### src/rtl/vlane_commit_ctrl.sv
// Vector-lane commit controller: in-order retire of multi-lane commands.
// Optional VLANE_COMMIT_BYPASS_EN lets this cycle's lane commits complete the head.
module vlane_commit_ctrl #(
  parameter int NUM_LANE = 4,
  parameter int NUM_ENTRY_HAZARD = 8,
  localparam int WIDTH_ENTRY_HAZARD = $clog2(NUM_ENTRY_HAZARD)
) (
  input  logic                                   clock,
  input  logic                                   reset,
  input  logic                                   I_Issue,
  input  logic [WIDTH_ENTRY_HAZARD-1:0]          I_Issue_No,
  input  logic [NUM_LANE-1:0]                    I_En_Lane,
  input  logic [NUM_LANE-1:0]                    I_Commit_Lane,
  input  logic [NUM_LANE*WIDTH_ENTRY_HAZARD-1:0] I_Commit_No,
  output logic                                   O_Full,
  output logic                                   O_Empty,
  output logic                                   O_Commit,
  output logic [WIDTH_ENTRY_HAZARD-1:0]          O_Commit_No,
  output logic                                   O_Error
);

  localparam int N = NUM_ENTRY_HAZARD;
  localparam int W = WIDTH_ENTRY_HAZARD;
  localparam int L = NUM_LANE;

  typedef logic [W-1:0] issue_no_t;
  typedef logic [L-1:0] commit_lane_t;

  logic [N-1:0] v_q, v_d;
  issue_no_t    no_q [N];
  issue_no_t    no_d [N];
  commit_lane_t en_lane_q [N];
  commit_lane_t en_lane_d [N];
  commit_lane_t en_commit_q [N];
  commit_lane_t en_commit_d [N];
  issue_no_t    wptr_q, wptr_d;
  issue_no_t    rptr_q, rptr_d;
  logic [W:0]   cnt_q, cnt_d;
  logic         commit_q, commit_d;
  issue_no_t    commit_no_q, commit_no_d;
  logic         err_q, err_d;

  logic         full;
  logic         accept;
  logic         head_done;
  logic         err_lane;
  logic         found;
  logic [W:0]   sum;
  issue_no_t    idx;
  commit_lane_t hit;
  commit_lane_t set_mask [N];

  assign full   = (cnt_q == (W+1)'(N));
  assign accept = I_Issue && !full;

  // Per lane: find the oldest valid entry waiting on that lane's issue_no.
  always_comb begin
    hit   = '0;
    found = 1'b0;
    sum   = '0;
    idx   = '0;
    for (int i = 0; i < N; i++) set_mask[i] = '0;
    for (int k = 0; k < L; k++) begin
      found = 1'b0;
      if (I_Commit_Lane[k]) begin
        for (int j = 0; j < N; j++) begin
          sum = {1'b0, rptr_q} + (W+1)'(j);
          if (sum >= (W+1)'(N)) sum = sum - (W+1)'(N);
          idx = sum[W-1:0];
          if (!found && v_q[idx] &&
              no_q[idx] == I_Commit_No[k*W +: W] &&
              en_lane_q[idx][k]) begin
            found            = 1'b1;
            set_mask[idx][k] = 1'b1;
            hit[k]           = 1'b1;
          end
        end
      end
    end
  end

  assign err_lane = |(I_Commit_Lane & ~hit);

`ifdef VLANE_COMMIT_BYPASS_EN
  commit_lane_t head_hit;
  assign head_hit  = set_mask[rptr_q];
  assign head_done = v_q[rptr_q] &&
    ((en_commit_q[rptr_q] | head_hit) == en_lane_q[rptr_q]);
`else
  assign head_done = v_q[rptr_q] &&
    (en_commit_q[rptr_q] == en_lane_q[rptr_q]);
`endif

  // Next state: lane commit marks, head retire, tail issue, counters.
  always_comb begin
    v_d         = v_q;
    wptr_d      = wptr_q;
    rptr_d      = rptr_q;
    commit_d    = 1'b0;
    commit_no_d = commit_no_q;
    for (int i = 0; i < N; i++) begin
      no_d[i]        = no_q[i];
      en_lane_d[i]   = en_lane_q[i];
      en_commit_d[i] = en_commit_q[i] | set_mask[i];
    end
    if (head_done) begin
      v_d[rptr_q]         = 1'b0;
      en_commit_d[rptr_q] = '0;
      rptr_d      = (rptr_q == W'(N-1)) ? '0 : rptr_q + 1'b1;
      commit_d    = 1'b1;
      commit_no_d = no_q[rptr_q];
    end
    if (accept) begin
      v_d[wptr_q]         = 1'b1;
      no_d[wptr_q]        = I_Issue_No;
      en_lane_d[wptr_q]   = I_En_Lane;
      en_commit_d[wptr_q] = '0;
      wptr_d = (wptr_q == W'(N-1)) ? '0 : wptr_q + 1'b1;
    end
    cnt_d = cnt_q + (W+1)'(accept) - (W+1)'(head_done);
    err_d = err_q | (I_Issue && full) | err_lane;
  end

  // State registers, all cleared by async reset.
  always_ff @(posedge clock or negedge reset) begin
    if (!reset) begin
      v_q         <= '0;
      wptr_q      <= '0;
      rptr_q      <= '0;
      cnt_q       <= '0;
      commit_q    <= 1'b0;
      commit_no_q <= '0;
      err_q       <= 1'b0;
      for (int i = 0; i < N; i++) begin
        no_q[i]        <= '0;
        en_lane_q[i]   <= '0;
        en_commit_q[i] <= '0;
      end
    end else begin
      v_q         <= v_d;
      wptr_q      <= wptr_d;
      rptr_q      <= rptr_d;
      cnt_q       <= cnt_d;
      commit_q    <= commit_d;
      commit_no_q <= commit_no_d;
      err_q       <= err_d;
      for (int i = 0; i < N; i++) begin
        no_q[i]        <= no_d[i];
        en_lane_q[i]   <= en_lane_d[i];
        en_commit_q[i] <= en_commit_d[i];
      end
    end
  end

  assign O_Full      = full;
  assign O_Empty     = (cnt_q == '0);
  assign O_Commit    = commit_q;
  assign O_Commit_No = commit_no_q;
  assign O_Error     = err_q;

endmodule
### config.mk
export PLATFORM = sky130hd
export DESIGN_NAME = vlane_commit_ctrl
export DESIGN_NICKNAME = d
export VERILOG_FILES = /design/src/rtl/vlane_commit_ctrl.sv
export SDC_FILE = /design/constraint.sdc
export NUM_CORES = 1
export LEC_CHECK = 0
export CAP_MARGIN = 20
export CORE_ASPECT_RATIO = 0.7
export CORE_UTILIZATION = 54
export CTS_BUF_LIST = sky130_fd_sc_hd__clkbuf_8
export DETAILED_ROUTE_END_ITERATION = 6
export PLACE_DENSITY = 0.71
export SYNTH_ARGS = -nofsm -noshare
export SYNTH_HDL_FRONTEND = slang
export SYNTH_SLANG_ARGS = --single-unit
### constraint.sdc
create_clock -name clock -period 7.3 [get_ports clock]
set_input_delay 1.095 -clock clock [delete_from_list [all_inputs] [get_ports clock]]
set_output_delay 1.095 -clock clock [all_outputs]
set_load 0.1 [all_outputs]
==> results_dict.tcl <==
set metrics [dict create \
    gp_congestion 1.03 \
    hold_path.class "register to register" \
    drv_cap 0 \
    maxSlewHeadroom 0.264 \
    nFillCells 1873 \
    synth_cells 1246 \
    cts_tree "yes" \
    rr_endpoint "en_commit_q[25]" \
    reg2reg_setup_slack_ns 1.55 \
    synth_edf_count 0 \
    num_vias 11100 \
    die_w_um 179 \
    drive_gt1_frac 0.188 \
    hold_ws_ns 0.496 \
    num_rows 44 \
    required_ns 7.63 \
    routed_wl_um 43400 \
    clock_latency_ns 0.44 \
    post_drt_wl_per_cell_um 29.1 \
    first_global_vias 10100 \
    area_delta_synth_final_pct 3.92 \
    place_hpwl_um 31600 \
    rr_worst_depth 10 \
    dr.pass1.iters 7 \
    cts_setup_buffers 0 \
    antenna_found_initial 0 \
    maxSlewViolCount 0 \
    clock-root-buffer "clkbuf_8" \
    core-area_sq_um 21100 \
    grt_pass1_wl_um 65400 \
    overflow 0 \
    regToRegStartpoint "rptr_q[1]" \
    placed_cell_area_sq_um 12100 \
    ys_seq_area_frac 0.235 \
    synth_flop_cell "dfrtp_1" \
    worst_slack_ns 1.55 \
    hold_violations 0 \
    initial_utilization 0.560 \
    period_minus_slack_ns 5.75 \
    critical_path_class "register to register" \
    pre_cts_slack_ns 1.87 \
    status "finished with violations" \
    fin_area_sq_um 12300 \
    rsz0062_at_grt "false" \
    cts_made_buffers 9 \
    cts.repair.resized 0 \
    ys_ff_latch 111 \
    dieHeight_um 126 \
    min_from "O_Commit_No[2]" \
    drt_iter0_markers 1990 \
    fmax_mhz 174 \
    finalClockSkew_ns 0.0206 \
    grt_max_degree 67 \
    cp-start-kind "register" \
    synth_top_area_share 0.235 \
    worstSetupEndpointType "register" \
    tns_ns 0 \
    violations "DRC" \
    yosys-top-cells-area "dfrtp_1 (24%), mux4_2 (12%), mux2_2 (6.6%)" \
    arrival_ns 6.08 \
    finalSetupViolCount 0 \
    synth_cell_types 89 \
    synth_top_area_cell "dfrtp_1" \
    cts_hold_buf 0 \
    syn_nets 1288 \
    cts_max_level 3 \
    mappedNetlistArea_sq_um 11800 \
    nNetsFinal 1252 \
    holdPathEnd "O_Commit_No[2]" \
    drtAntennaViolNets 0 \
    dieArea_sq_um 22500 \
    grt_usage 0.397 \
    async_reset_ff_frac 1.00 \
    port_buffers 32 \
    clockBufferDepth 2 \
    yosys_warnings 0 \
    whs_path_depth 2 \
    remaining_drc_errors 19 \
    ioPinCount 33 \
    clk_pin_slew_ns 0.13 \
    via_per_inst 7.44 \
    n_antenna_cell 0 \
    final.period_utilization 0.788 \
    synth_common_cells "nand2_1 (112), dfrtp_1 (111), nor3_1 (75)" \
    yosysMostFrequentCell "nand2_1" \
    cp_max_fo 65 \
    clock-sinks 111 \
    syn_area_per_cell_sq_um 9.47 \
    worstMarginPinSlew_ns 1.10 \
]
[worst max-delay path by stage]
| stage | cells after the start | from | end |
|---|---|---|---|
| after floorplan | 20 | rptr_q[1] | en_commit_q[3] |
| after global placement | 13 | rptr_q[0] | en_commit_q[25] |
| after detailed placement | 13 | rptr_q[0] | en_commit_q[25] |
| after CTS | 13 | rptr_q[0] | en_commit_q[25] |
| after global routing | 13 | rptr_q[0] | en_commit_q[25] |
| final | 10 | rptr_q[1] | en_commit_q[25] |
[layout by cell type, fill, tap and decap left out, types with 22 or more instances in the layout]
| cell type | instances |
|---|---|
| xnor2_1 | 50 |
| nor3_1 | 75 |
| dfrtp_1 | 109 |
| o21ai_0 | 45 |
| a22oi_1 | 22 |
| xor2_1 | 62 |
| a21oi_1 | 30 |
| mux2_2 | 69 |
| mux4_2 | 65 |
| nor2_1 | 66 |
| nand2_1 | 112 |
| mux2i_1 | 62 |
| nand3_1 | 35 |
| clkdlybuf4s50_1 | 31 |
[stage by stage]
stage,util,instances
3_5_place_dp,0.572,1475
3_3_place_gp,0.572,1475
2_1_floorplan,-,1246
6_report,0.582,1491
5_1_grt,0.582,1491
4_1_cts,0.582,1491
[area by class of cell]
cell class / count / area [sq um] / area share
Sequential cell: 111 / 2780 / 0.227
Clock inverter: 7 / 85.1 / 0.00694
Multi-Input combinational cell: 1016 / 8390 / 0.684
Timing Repair Buffer: 52 / 468 / 0.0381
Inverter: 20 / 75.1 / 0.00612
Clock buffer: 9 / 124 / 0.0101
Tap cell: 276 / 345 / 0.0281
[worst max-delay path: stages (launching register included)]
cell and delay, ns:
dfrtp_2 0.73, inv_1 0.23, ha_4 0.94, mux2i_2 0.44
nor3_1 0.10, nor4_1 0.59, or4_1 0.49, nand4bb_1 0.58
nor3_1 0.99, a22oi_1 0.23, a211oi_1 0.31
[logic make-up (layout without fill, tap and decap cells)]
group,Yosys count,count (layout),synth area share
fa+ha+maj,16,16,0.0176
simple gates,435,435,0.198
flops,111,111,0.235
xor+xnor,113,113,0.0845
mux,204,204,0.252
buf+inv,119,88,0.0570
compound gates,248,248,0.156
[layer usage]
metal | vias to the layer above | GRT usage | part of all wire
li1 | 4665 | - | -
met1 | 5477 | 0.599 | 0.42
met2 | 848 | 0.518 | 0.40
met3 | 106 | 0.154 | 0.15
met4 | 0 | 0.105 | 0.028
met5 | - | 0 | 0
[registers in the layout, indices dropped and copies added (netlist names)]
register	cells
O_Commit	1
O_Commit_No	3
O_Error	1
cnt_q	4
en_commit_q	32
en_lane_q	32
no_q	24
rptr_q	3
v_q	8
wptr_q	3
Power is not shown: default switching activity piles up to over one toggle a cycle in this logic, so the estimate is an artifact.
